$ cat src/rtl/stream_ready_delay.sv
// stream_ready_delay: consumer-side handshake delayer.
// Each beat waits until downstream ready_i has been high for D counted cycles
// before it is exposed and accepted. D is fixed or taken from a 16-bit LFSR.
// This back-pressures producers in simulation and emulation builds.
// The payload passes straight through; the block stores no data.
module stream_ready_delay #(
  parameter bit          StallRandom = 1'b0,
  parameter int unsigned FixedDelay  = 1,
  parameter logic [15:0] LfsrSeed    = 16'hACE1,
  parameter type         payload_t   = logic
) (
  input  logic        clk_i,
  input  logic        rst_ni,
  input  logic        clr_i,
  input  payload_t    payload_i,
  input  logic        valid_i,
  output logic        ready_o,
  output payload_t    payload_o,
  output logic        valid_o,
  input  logic        ready_i,
  output logic [15:0] stall_cnt_o
);

  assign payload_o = payload_i;

  if (FixedDelay == 0 && !StallRandom) begin : g_pass
    // No delay is possible, so the block is wires only and keeps no state.
    logic unused_ctl;
    assign unused_ctl  = clk_i ^ rst_ni ^ clr_i;
    assign ready_o     = ready_i;
    assign valid_o     = valid_i;
    assign stall_cnt_o = '0;
  end else begin : g_delay
    typedef enum logic [1:0] {
      Closed = 2'd0,
      Count  = 2'd1,
      Open   = 2'd2
    } state_e;

    state_e      state_q;
    logic [3:0]  cnt_q;
    logic [15:0] lfsr_q;
    logic [15:0] stall_q;
    logic [3:0]  delay;
    logic        lfsr_fb;

    // Delay for the beat that is about to be loaded.
    assign delay   = StallRandom ? lfsr_q[3:0] : 4'(FixedDelay);
    // Feedback for x^16+x^14+x^13+x^11+1 with a left shift.
    assign lfsr_fb = lfsr_q[15] ^ lfsr_q[13] ^ lfsr_q[12] ^ lfsr_q[10];

    // Expose the beat only in Open, or in Closed when the delay is zero.
    // valid_o comes from state and valid_i only, so it does not depend on ready_i.
    always_comb begin
      valid_o = 1'b0;
      ready_o = 1'b0;
      case (state_q)
        Closed: begin
          if (delay == 4'd0) begin
            valid_o = valid_i;
            ready_o = ready_i;
          end
        end
        Open: begin
          valid_o = valid_i;
          ready_o = ready_i;
        end
        default: ;
      endcase
    end

    // Beat FSM. Only ready_i-high cycles count toward the delay.
    // The LFSR advances only when a delay is loaded.
    always_ff @(posedge clk_i or negedge rst_ni) begin
      if (!rst_ni) begin
        state_q <= Closed;
        cnt_q   <= '0;
        lfsr_q  <= LfsrSeed;
      end else if (clr_i) begin
        state_q <= Closed;
        cnt_q   <= '0;
        lfsr_q  <= LfsrSeed;
      end else begin
        case (state_q)
          Closed: begin
            if (ready_i) begin
              lfsr_q <= {lfsr_q[14:0], lfsr_fb};
              if (delay == 4'd0) begin
                // With a zero delay, a present beat transfers now and the next beat reloads.
                state_q <= valid_i ? Closed : Open;
              end else if (delay == 4'd1) begin
                state_q <= Open;
              end else begin
                cnt_q   <= delay - 4'd1;
                state_q <= Count;
              end
            end
          end
          Count: begin
            if (ready_i) begin
              cnt_q <= cnt_q - 4'd1;
              if (cnt_q == 4'd1) state_q <= Open;
            end
          end
          Open: begin
            // Once a beat is exposed it is never stalled again, so valid_o cannot retract.
            if (valid_i && ready_i) state_q <= Closed;
          end
          default: state_q <= Closed;
        endcase
      end
    end

    // Saturating count of cycles in which both sides are willing but the beat is held.
    always_ff @(posedge clk_i or negedge rst_ni) begin
      if (!rst_ni) begin
        stall_q <= '0;
      end else if (clr_i) begin
        stall_q <= '0;
      end else if (valid_i && ready_i && !ready_o && stall_q != 16'hFFFF) begin
        stall_q <= stall_q + 16'd1;
      end
    end

    assign stall_cnt_o = stall_q;
  end

endmodule

$ cat config.mk
export PLATFORM = sky130hd
export DESIGN_NAME = stream_ready_delay
export DESIGN_NICKNAME = d
export VERILOG_FILES = /design/src/rtl/stream_ready_delay.sv
export SDC_FILE = /design/constraint.sdc
export NUM_CORES = 1
export LEC_CHECK = 0
export ABC_AREA = 0
export CORE_MARGIN = 10
export CORE_UTILIZATION = 35
export DETAILED_ROUTE_END_ITERATION = 16
export DONT_BUFFER_PORTS = 1
export SYNTH_ARGS = -nofsm -noshare
export SYNTH_HDL_FRONTEND = slang
export SYNTH_SLANG_ARGS = --single-unit
export TNS_END_PERCENT = 30
$ cat constraint.sdc
create_clock -name clk_i -period 2 [get_ports clk_i]
set_input_delay 0.4 -clock clk_i [delete_from_list [all_inputs] [get_ports clk_i]]
set_output_delay 0.4 -clock clk_i [all_outputs]
set_load 0.02 [all_outputs]
==> metrics.md <==
| Metric | Value |
|---|---|
| Crit-path cells | `ha_1 -> nand3_1 -> nand2b_1 -> nor4b_1 -> xnor2_1 -> nor2_1` |
| Initial antenna violation count | `0` |
| Unrepaired setup endpoints after global routing | `no` |
| Area Growth Syn to Fin | `20.7%` |
| Number of routed nets with antenna violations | `0` |
| Max Clk Rate | `553 MHz` |
| Fin. Hold Viols | `0` |
| Status | `finished clean` |
| Critical path peak fanout | `7` |
| Top cell type's share of synthesized area | `45.2%` |
| Number of global-route vias before repair | `780` |
| Final Max Slew Viols | `0` |
| Buf+Inv Stages, Crit Path | `0` |
| Slew @ Worst Pin | `778 ps` |
| Max-slew headroom | `a little under half` |
| # diodes | `0` |
| Initial DRC count | `57` |
| Area contributors post-synth | `dfrtp_1 45%, xnor2_1 8.4%, nor2_1 5.2%` |
| Pint | `432 uW` |
| R2r setup slk | `190 ps` |
| Clock Latency Late Sink | `290 ps` |
| Starting Density | `37.3%` |
| Reg clk slew, reported paths | `110 ps` |
| Mapped cell area | `roughly 940 sq um` |
| Total routed wirelength | `2270 microns` |
| Fillcell total | `between 200 and 300` |
| Dpl hpwl | `1770 microns` |
| Yosys warnings | `0` |
| Synthesis-stage register bit count | `17` |
| Endpoint class of the critical path | `flip-flop` |
| Hold_sp | `clr_i` |
| Area of the core | `0.00252 sq mm` |
| Count of cell types in the netlist | `33` |
| Router iterations before antenna repair | `4` |
| Post-synth top flop | `dfrtp_1` |
| Clock power frac | `32.9%` |
| Final setup fails | `0` |
| Layout cells sized above 1 | `25.4%` |
| Leak | `0.506 nW` |
| Hold path depth | `1` |
| Routability cong. | `0.902` |
| Area leader, netlist | `dfrtp_1` |
| Setup Fix Bufs, Post-CTS | `0` |
| Htree depth | `1` |
| CTS tree | `done` |
| CP Class | `flip-flop to flip-flop` |
| CP startpoint kind | `flip-flop` |
| Max incr delay on CP | `460 ps` |
| Required @ worst endpoint | `2190 ps` |
| Launch point of the worst reg-to-reg path | `stall_cnt_o[0]$_DFFE_PN0P_` |
| GR Util All Layers | `approximately 9%` |
| Number of remaining DRC errors | `0` |
| # rows | `18` |
| Min Tclk post-route | `1810 ps` |
| IO buf count | `0` |
| Synth Area per Inst | `10.0 sq um` |
| Max-Cap Viols | `0` |
| Setup TNS | `0 ps` |
| Die width | `71.9 microns` |
| Crit share post-route | `90.4%` |
| Comb pwr share | `between 5 and 6%` |
| Clock Tree Buf Depth | `2` |
| Max VDD drop | `0.327 mV` |
| Wire length per cell | `15.8 microns` |
| Largest net degree at the start of global routing | `19` |
| EDFF count, synth | `0` |
| Psw | `between 100 and 150 uW` |
| FFs w/ async S/R, synth | `100%` |
| Setup skew after layout | `7.04 ps` |
| Via density | `5.33` |
| Sequential element share of the synthesized area | `a little under half` |
| Die area | `0.00516 sq mm` |
| Worst r2r dst | `stall_cnt_o[12]$_DFFE_PN0P_` |
| Hold crit path type | `primary input to flip-flop` |
| Num ports | `25` |
| Worst path slowest cell | `nor4b_1` |
| Final nets | `122` |
| Largest delay contributor family on the critical path | `simple AND/OR/NAND/NOR gates` |
| Pwr Total | `569 uW` |
| First-pass GRT wire length | `3800 microns` |
| Syn Inst Count | `94` |
| Cells on worst reg2reg path | `6` |
| Post-CTS resize count | `0` |
| Worst path arrival time | `1990 ps` |
| Vias | `about 770` |
| Root buf cell | `clkbuf_4` |
| Pwr/cell area | `501 mW/mm^2` |
| Post-Syn Nets | `101` |
| GRT overflow | `0` |
| Switching Share | `24.0%` |
| Sequential share of power | `61.5%` |
| CTS sink cnt | `17` |
| Worst Hold Path EP | `stall_cnt_o[14]$_DFFE_PN0P_` |
| CTS buffer count | `3` |
| Die height | `between 70 and 80 microns` |
-- flip-flops by register name (all words and copies together), names as in the netlist --
name,count
g_delay.state_q,1
stall_cnt_o,16
-- routing by layer --
metal	global-route usage, %	part of all wire, %	routed length (microns)
met5	0	0	0
met4	3.87	1.7	38
met3	4.27	9.9	226
met2	14.1	45	1010
met1	10.3	44	995
-- cells by family (layout without fill, tap and decap cells) --
| group | Yosys count | in the layout | synth area share [%] |
|---|---|---|---|
| AO/OA/AOI/OAI | 9 | 9 | 5.19 |
| XOR/XNOR | 10 | 10 | 9.31 |
| adder cells (fa/ha/maj) | 1 | 1 | 1.33 |
| buffers and inverters | 5 | 25 | 2.39 |
| flip-flops | 17 | 17 | 45.2 |
| multiplexers | 2 | 2 | 2.66 |
| AND/OR/NAND/NOR | 50 | 50 | 33.9 |
-- worst max-delay path by stage --
stage | start | end | cells past startpoint
finish | stall_cnt_o[0]$_DFFE_PN0P_ | stall_cnt_o[12]$_DFFE_PN0P_ | 6
detailed placement | stall_cnt_o[0]$_DFFE_PN0P_ | stall_cnt_o[12]$_DFFE_PN0P_ | 6
global placement | stall_cnt_o[0]$_DFFE_PN0P_ | stall_cnt_o[12]$_DFFE_PN0P_ | 6
floorplan | stall_cnt_o[4]$_DFFE_PN0P_ | stall_cnt_o[13]$_DFFE_PN0P_ | 5
global route | stall_cnt_o[1]$_DFFE_PN0P_ | stall_cnt_o[12]$_DFFE_PN0P_ | 6
CTS | stall_cnt_o[0]$_DFFE_PN0P_ | stall_cnt_o[12]$_DFFE_PN0P_ | 6
-- synth_stat cells (2+ instances only) --
cell	instances
dfrtp_1	17
nor2_1	13
xnor2_1	9
nor4_1	5
a21oi_1	4
and2_1	4
nor3_1	4
nand2_1	3
nand3_1	3
nand4_1	3
o21ai_0	3
clkbuf_1	2
inv_1	2
nand2b_1	2
or3_1	2
-- through the flow --
stage	hold slack (ps)	instances	utilization, %	setup WS, ps	cell area [sq um]
floorplan	104	94	-	206	941
global placement	105	139	43.6	300	1100
detailed placement	105	139	43.6	226	1100
CTS	148	144	45.0	193	1140
global route	144	144	45.0	51.5	1140
finish	155	144	45.0	191	1140
-- cells in the final DEF, fill, tap and decap left out, types with 3 or more instances in the layout --
| master | n |
|---|---|
| a21oi_1 | 4 |
| and2_1 | 4 |
| buf_4 | 18 |
| clkbuf_4 | 3 |
| dfrtp_1 | 17 |
| nand2_1 | 3 |
| nand3_1 | 3 |
| nand4_1 | 3 |
| nor2_1 | 13 |
| nor3_1 | 4 |
| nor4_1 | 5 |
| o21ai_0 | 3 |
| xnor2_1 | 9 |
-- power by group through the flow --
stage                     combinational [mW]  clock, mW  sequential, mW
after floorplan                       0.0217          0           0.360
after global placement                0.0238          0           0.356
after detailed placement              0.0244          0           0.357
after CTS                             0.0333      0.191           0.350
after global routing                  0.0360      0.206           0.351
final                                 0.0320      0.187           0.350
-- layout make-up --
cell class / count / area [sq um] / share of cell area (%)
Multi-Input combinational cell: 72 / 493 / 43.4
Sequential cell: 17 / 425 / 37.4
Timing Repair Buffer: 19 / 145 / 12.8
Tap cell: 30 / 37.5 / 3.30
Clock buffer: 3 / 22.5 / 1.98
Inverter: 2 / 7.51 / 0.661
Clock inverter: 1 / 5.00 / 0.441
-- timing repair --
item | 4_1_cts | 5_1_grt
hold buffers | 1 | 0
setup endpoints to repair | 0 | 0
hold endpoints to repair | 17 | 0
Note: power is estimated with default switching activity, not from simulation.
